`src/rtl/prog_loader_pkg.sv`:
```
// -----------------------------------------------------------------------------
// prog_loader_pkg
// Shared definitions for the program loader: the session state encoding and
// the helper that derives the byte-lane count of an instruction word.
// Optional feature macro: CHECKSUM_EN (adds the CHK state).
// -----------------------------------------------------------------------------
package prog_loader_pkg;

    typedef enum logic [2:0] {
        IDLE,
        HDR,
        LOAD,
`ifdef CHECKSUM_EN
        CHK,
`endif
        DONE,
        ERR
    } state_e;

    // Number of bytes that make up one DATA_W-bit instruction word.
    function automatic int unsigned byte_lanes(input int unsigned data_w);
        return data_w / 8;
    endfunction

endpackage

```
`src/rtl/prog_loader_byte_packer.sv`:
```
// -----------------------------------------------------------------------------
// byte_packer
// Assembles accepted bytes into DATA_W-bit words, most significant byte first.
// Ports:
//   Clock, Reset_n  - clock and asynchronous active-low reset
//   clear           - discard any partial word and restart at byte 0
//   in_valid        - byte offered by the stream
//   in_ready        - loader is willing to take a byte this cycle
//   in_data         - byte value
//   word            - assembled word (valid only while word_valid=1)
//   word_valid      - single-cycle pulse on the cycle the last byte is accepted
// -----------------------------------------------------------------------------
module byte_packer
    import prog_loader_pkg::*;
#(
    parameter int unsigned DATA_W = 32
) (
    input  logic              Clock,
    input  logic              Reset_n,
    input  logic              clear,
    input  logic              in_valid,
    input  logic              in_ready,
    input  logic [7:0]        in_data,
    output logic [DATA_W-1:0] word,
    output logic              word_valid
);

    localparam int unsigned LANES = byte_lanes(DATA_W);
    localparam int unsigned CNT_W = $clog2(LANES);

    logic [CNT_W-1:0]  cnt_q, cnt_d;
    logic [DATA_W-9:0] sh_q, sh_d;
    logic [DATA_W-1:0] joined;
    logic              accept;
    logic              last;

    assign accept     = in_valid && in_ready;
    assign joined     = {sh_q, in_data};
    assign last       = (cnt_q == CNT_W'(LANES - 1));
    // The final byte goes straight to the output, so the word is presented
    // on the same cycle its last byte is accepted.
    assign word       = joined;
    assign word_valid = accept && last;

    // NOTE: every signal written in a combinational block gets a default
    // first, otherwise paths that skip an assignment infer a latch.
    always_comb begin
        cnt_d = cnt_q;
        sh_d  = sh_q;
        if (clear) begin
            cnt_d = '0;
            sh_d  = '0;
        end else if (accept) begin
            sh_d  = joined[DATA_W-9:0];
            cnt_d = last ? '0 : cnt_q + 1'b1;
        end
    end

    // NOTE: state registers use non-blocking assignments so every flop
    // samples the pre-edge value of its inputs.
    always_ff @(posedge Clock or negedge Reset_n) begin
        if (!Reset_n) begin
            cnt_q <= '0;
            sh_q  <= '0;
        end else begin
            cnt_q <= cnt_d;
            sh_q  <= sh_d;
        end
    end

endmodule

```
`src/rtl/prog_loader.sv`:
```
// -----------------------------------------------------------------------------
// prog_loader
// Receives a program over a byte stream (header word N, then N payload words)
// and writes it into instruction memory, then releases the CPU.
// Optional feature macro: CHECKSUM_EN -- a trailing word must equal the XOR
// of all payload words before the CPU is released.
// Ports:
//   Clock, Reset_n               - clock and asynchronous active-low reset
//   start                        - pulse that begins a load session
//   in_valid, in_data, in_ready  - byte stream with valid/ready handshake
//   mem_we, mem_addr, mem_wdata  - instruction-memory write port
//   cpu_run, done, error         - CPU release and session status
// -----------------------------------------------------------------------------
module prog_loader
    import prog_loader_pkg::*;
#(
    parameter int unsigned DATA_W = 32,
    parameter int unsigned ADDR_W = 8
) (
    input  logic              Clock,
    input  logic              Reset_n,
    input  logic              start,
    input  logic              in_valid,
    input  logic [7:0]        in_data,
    output logic              in_ready,
    output logic              mem_we,
    output logic [ADDR_W-1:0] mem_addr,
    output logic [DATA_W-1:0] mem_wdata,
    output logic              cpu_run,
    output logic              done,
    output logic              error
);

    localparam int unsigned       DEPTH   = 2 ** ADDR_W;
    localparam logic [DATA_W-1:0] DEPTH_W = DATA_W'(DEPTH);

    state_e            state_q, state_d;
    // One extra bit so the counter and N can both reach DEPTH.
    logic [ADDR_W:0]   cnt_q, cnt_d;
    logic [ADDR_W:0]   n_q, n_d;
    logic              mem_we_q, mem_we_d;
    logic [ADDR_W-1:0] mem_addr_q, mem_addr_d;
    logic [DATA_W-1:0] mem_wdata_q, mem_wdata_d;
`ifdef CHECKSUM_EN
    logic [DATA_W-1:0] csum_q, csum_d;
`endif

    logic              packer_clear;
    logic [DATA_W-1:0] word;
    logic              word_valid;

    byte_packer #(
        .DATA_W (DATA_W)
    ) u_packer (
        .Clock      (Clock),
        .Reset_n    (Reset_n),
        .clear      (packer_clear),
        .in_valid   (in_valid),
        .in_ready   (in_ready),
        .in_data    (in_data),
        .word       (word),
        .word_valid (word_valid)
    );

    always_comb begin
        state_d      = state_q;
        cnt_d        = cnt_q;
        n_d          = n_q;
        mem_we_d     = 1'b0;
        mem_addr_d   = mem_addr_q;
        mem_wdata_d  = mem_wdata_q;
`ifdef CHECKSUM_EN
        csum_d       = csum_q;
`endif
        packer_clear = 1'b0;
        in_ready     = 1'b0;

        case (state_q)
            IDLE, DONE, ERR: begin
                if (start) begin
                    state_d      = HDR;
                    cnt_d        = '0;
                    packer_clear = 1'b1;
`ifdef CHECKSUM_EN
                    csum_d       = '0;
`endif
                end
            end
            HDR: begin
                in_ready = 1'b1;
                if (word_valid) begin
                    n_d     = word[ADDR_W:0];
                    state_d = (word == '0 || word > DEPTH_W) ? ERR : LOAD;
                end
            end
            LOAD: begin
                in_ready = 1'b1;
                // Registered write: the pulse lands the cycle after the
                // word's last byte is accepted.
                if (word_valid) begin
                    mem_we_d    = 1'b1;
                    mem_addr_d  = cnt_q[ADDR_W-1:0];
                    mem_wdata_d = word;
                    cnt_d       = cnt_q + 1'b1;
`ifdef CHECKSUM_EN
                    csum_d      = csum_q ^ word;
`endif
                end
                // Leave only once the N-th write pulse is actually on the port.
                if (mem_we_q && cnt_q == n_q) begin
`ifdef CHECKSUM_EN
                    state_d = CHK;
`else
                    state_d = DONE;
`endif
                end
            end
`ifdef CHECKSUM_EN
            CHK: begin
                in_ready = 1'b1;
                if (word_valid) begin
                    state_d = (word == csum_q) ? DONE : ERR;
                end
            end
`endif
            default: state_d = IDLE;
        endcase
    end

    always_ff @(posedge Clock or negedge Reset_n) begin
        if (!Reset_n) begin
            state_q     <= IDLE;
            cnt_q       <= '0;
            n_q         <= '0;
            mem_we_q    <= 1'b0;
            mem_addr_q  <= '0;
            mem_wdata_q <= '0;
`ifdef CHECKSUM_EN
            csum_q      <= '0;
`endif
        end else begin
            state_q     <= state_d;
            cnt_q       <= cnt_d;
            n_q         <= n_d;
            mem_we_q    <= mem_we_d;
            mem_addr_q  <= mem_addr_d;
            mem_wdata_q <= mem_wdata_d;
`ifdef CHECKSUM_EN
            csum_q      <= csum_d;
`endif
        end
    end

    assign mem_we    = mem_we_q;
    assign mem_addr  = mem_addr_q;
    assign mem_wdata = mem_wdata_q;
    assign done      = (state_q == DONE);
    assign cpu_run   = (state_q == DONE);
    assign error     = (state_q == ERR);

endmodule
```
`config.mk`:
```
export PLATFORM = sky130hd
export DESIGN_NAME = prog_loader
export DESIGN_NICKNAME = d
export VERILOG_FILES = /design/src/rtl/prog_loader_pkg.sv /design/src/rtl/prog_loader_byte_packer.sv /design/src/rtl/prog_loader.sv
export SDC_FILE = /design/constraint.sdc
export NUM_CORES = 1
export LEC_CHECK = 0
export CORE_MARGIN = 1.5
export CORE_UTILIZATION = 35
export CTS_BUF_LIST = sky130_fd_sc_hd__clkbuf_4
export CTS_CLUSTER_SIZE = 40
export DETAILED_ROUTE_END_ITERATION = 7
export GPL_TIMING_DRIVEN = 0
export PLACE_DENSITY = 0.53
export REMOVE_ABC_BUFFERS = 1
export SLEW_MARGIN = 20
export SYNTH_ARGS = -nofsm -noshare
export SYNTH_HDL_FRONTEND = slang
export SYNTH_SLANG_ARGS = --single-unit
export TNS_END_PERCENT = 50
```
`constraint.sdc`:
```
create_clock -name Clock -period 2.05 [get_ports Clock]
set_input_delay 0.205 -clock Clock [delete_from_list [all_inputs] [get_ports Clock]]
set_output_delay 0.205 -clock Clock [all_outputs]
set_load 0.02 [all_outputs]
```
==> impl_metrics.tcl <==
set metrics [dict create \
    yosys_register_bits 88 \
    crit_fanout 5 \
    htreeDepth 3 \
    cts.clk_slew.worst_paths_ns 0.15 \
    drv_slew 0 \
    grt_pass1_vias 2482 \
    wl_mm 8.22 \
    numCtsBuffers 9 \
    dieArea_sq_mm 0.0115 \
    synth.avg_cell_area_sq_um 13.0 \
    cts_max_path_buffers 2 \
    slew_headroom_pct 60.0 \
    worstReg2RegEnd "mem_wdata[17]" \
    vias 2448 \
    die_x_um 107 \
    cp-start-kind "flip-flop" \
    grtUsageTotal_pct 15.2 \
    setup_viol 0 \
    yosysTopAreaCellShare_pct 58.0 \
    report.final.hold_viol_count 0 \
    wl_per_cell_um 16.8 \
    reg2reg_depth 4 \
    crit_chain "and3b_1 -> clkdlybuf4s50_1" \
    yosys_warnings 0 \
    fmax_mhz 502 \
    max_stage_delay_ns 0.62 \
    synth.top_cells.by_area "dfrtp_1 (58%), mux2_2 (15%), nand2_1 (3.2%)" \
    nNetsFinal 362 \
    ys_seq_area_share_pct 58.0 \
    fin_setup_tns_ns 0 \
    dr.pass1.iters 5 \
    finalCriticalPeriod_ns 1.99 \
    status "completed" \
    synth.cell_area_sq_mm 0.00380 \
    antenna_found_initial 1 \
    worst-setup-path-type "reg -> out" \
    synth_ff_type "dfrtp_1" \
    pin_count 57 \
    synth_cell_type_count 39 \
    p_leak_nw 2.14 \
    finalClockSkew_ns 0.0172 \
    io_buffers 56 \
    final_cell_area_sq_mm 0.00464 \
    arrival_ns 1.79 \
    drc_errors 0 \
    rows 37 \
    cp.required_ns 1.85 \
    most-common-layout-cells "dfrtp_1 (86), clkdlybuf4s50_1 (52), mux2_2 (49)" \
    timing.rr.start "u_packer.cnt_q[1]" \
    coreArea_sq_mm 0.0104 \
    worst_slew_pin_slew_ns 0.600 \
    ant_nets 0 \
    reg2reg_slack_ns 0.15 \
    synth_edf_count 0 \
    async_flop_share_pct 100 \
    syn-instance-count 291 \
    rsz0062_at_grt "yes" \
    end_kind "output port" \
    grt_max_degree 76 \
    timing.hold.ws_ns 0.156 \
    cts.sinks 88 \
    finalWorstSetupSlack_ns 0.0583 \
    preCtsSetupSlack_ns -0.343 \
    grt_overflow 0 \
    worstHoldPathType "in -> async" \
    dp_cells 468 \
    fp.dieH_um 107 \
    cts_tree "done" \
    drive_gt1_share_pct 24.1 \
    finalCritPeriodShare_pct 97.2 \
    hpwlAfterDp_mm 5.16 \
    initial_core_util_pct 36.4 \
    final_common_cell "dfrtp_1" \
    drt_iter0_drc 97 \
    via_per_inst 5.00 \
    cts-root-buf "clkbuf_4" \
    dpl_cell_area_sq_mm 0.00441 \
    pwr_density_cell_mw_per_mm2 957 \
    gp_congestion 0.738 \
    vdd_ir_drop_max_mv 0.382 \
    grt_pass1_wl_mm 13.4 \
    clock_latency_ns 0.43 \
    yosysTopAreaCell "dfrtp_1" \
    fin_util_pct 44.5 \
    power_mw 4.44 \
    max-cap-violations 0 \
    area_growth_pct 22.2 \
    finalNonFillerCells 490 \
    cp_slowest_cell "clkdlybuf4s50_1" \
]
layout make-up:
class,count,area (sq um)
Timing Repair Buffer,60,614
Clock inverter,7,77.6
Tap cell,136,170
Antenna cell,1,2.50
Clock buffer,9,67.6
Fill cell,968,5780
Inverter,3,11.3
Sequential cell,88,2200
Multi-Input combinational cell,186,1490
synth_stat cells (3+ instances only):
cell type / instances
nor3_1: 4
nand4_1: 4
xnor2_1: 10
o21ai_0: 4
buf_6: 7
inv_1: 3
mux2_2: 49
buf_2: 4
xor2_1: 6
nor2_1: 10
nand2_1: 32
nor4_1: 8
dfrtp_1: 88
a22o_1: 12
nand3_1: 4
buf_4: 4
a21oi_1: 17
critical path, delay by kind of cell (launching register included):
family / cells / cell delay (ns)
buf+inv: 1 / 0.62
flops: 1 / 0.47
simple gates: 1 / 0.29
how the worst max path moves through the flow:
| stage | cells past startpoint | slack, ns | start | endpoint |
|---|---|---|---|---|
| after CTS | 4 | 0.01 | u_packer.cnt_q[0] | mem_wdata[16] |
| after global placement | 1 | -2.57 | Reset_n | mem_wdata[28] |
| after global routing | 2 | -0.03 | state_q[2] | done |
| after detailed placement | 4 | -0.34 | state_q[0] | u_packer.sh_q[5] |
| after floorplan | 4 | 0.09 | state_q[0] | cnt_q[0] |
| final | 2 | 0.06 | state_q[2] | done |
layer usage:
layer / wire length, um / vias up / global-route usage (%)
met4: 132 / 0 / 6.57
met2: 3670 / 48 / 22.6
met5: 0 / - / 0
met3: 238 / 12 / 2.43
met1: 4180 / 1233 / 21.8
li1: - / 1155 / -
sequential cells by signal (all words and copies together), names as in the netlist:
signal          cells
cnt_q               9
mem_we              1
mem_wdata          32
mem_addr            8
u_packer.sh_q      24
state_q             3
n_q                 9
u_packer.cnt_q      2
logic make-up (layout without fill, tap and decap cells):
logic type      after synthesis  after routing  synth area share (%)
simple gates                 77             79                  11.8
mux                          50             50                  14.8
xor+xnor                     16             16                  3.69
flops                        88             88                  58.0
other cells                   0              1                     0
buf+inv                      19             79                  4.09
compound gates               39             39                  6.95
fa+ha+maj                     2              2                 0.659
power by group:
part	internal (mW)	switching (mW)	leakage, nW
logic	0.470	0.525	0.879
registers	2.07	0.357	1.19
clock network	0.385	0.635	0.0773
repair_timing:
| item | 4_1_cts | 5_1_grt |
|---|---|---|
| gates resized for setup | 8 | 4 |
| pin swaps | 3 | 1 |
| cloned | 1 | 1 |
| endpoints found under the setup margin | 72 | 30 |
| hold buffers | 1 | 0 |
| endpoints found under the hold margin | 88 | 0 |
| setup buffers | 2 | 0 |
Power figures use the tool's default switching activity.
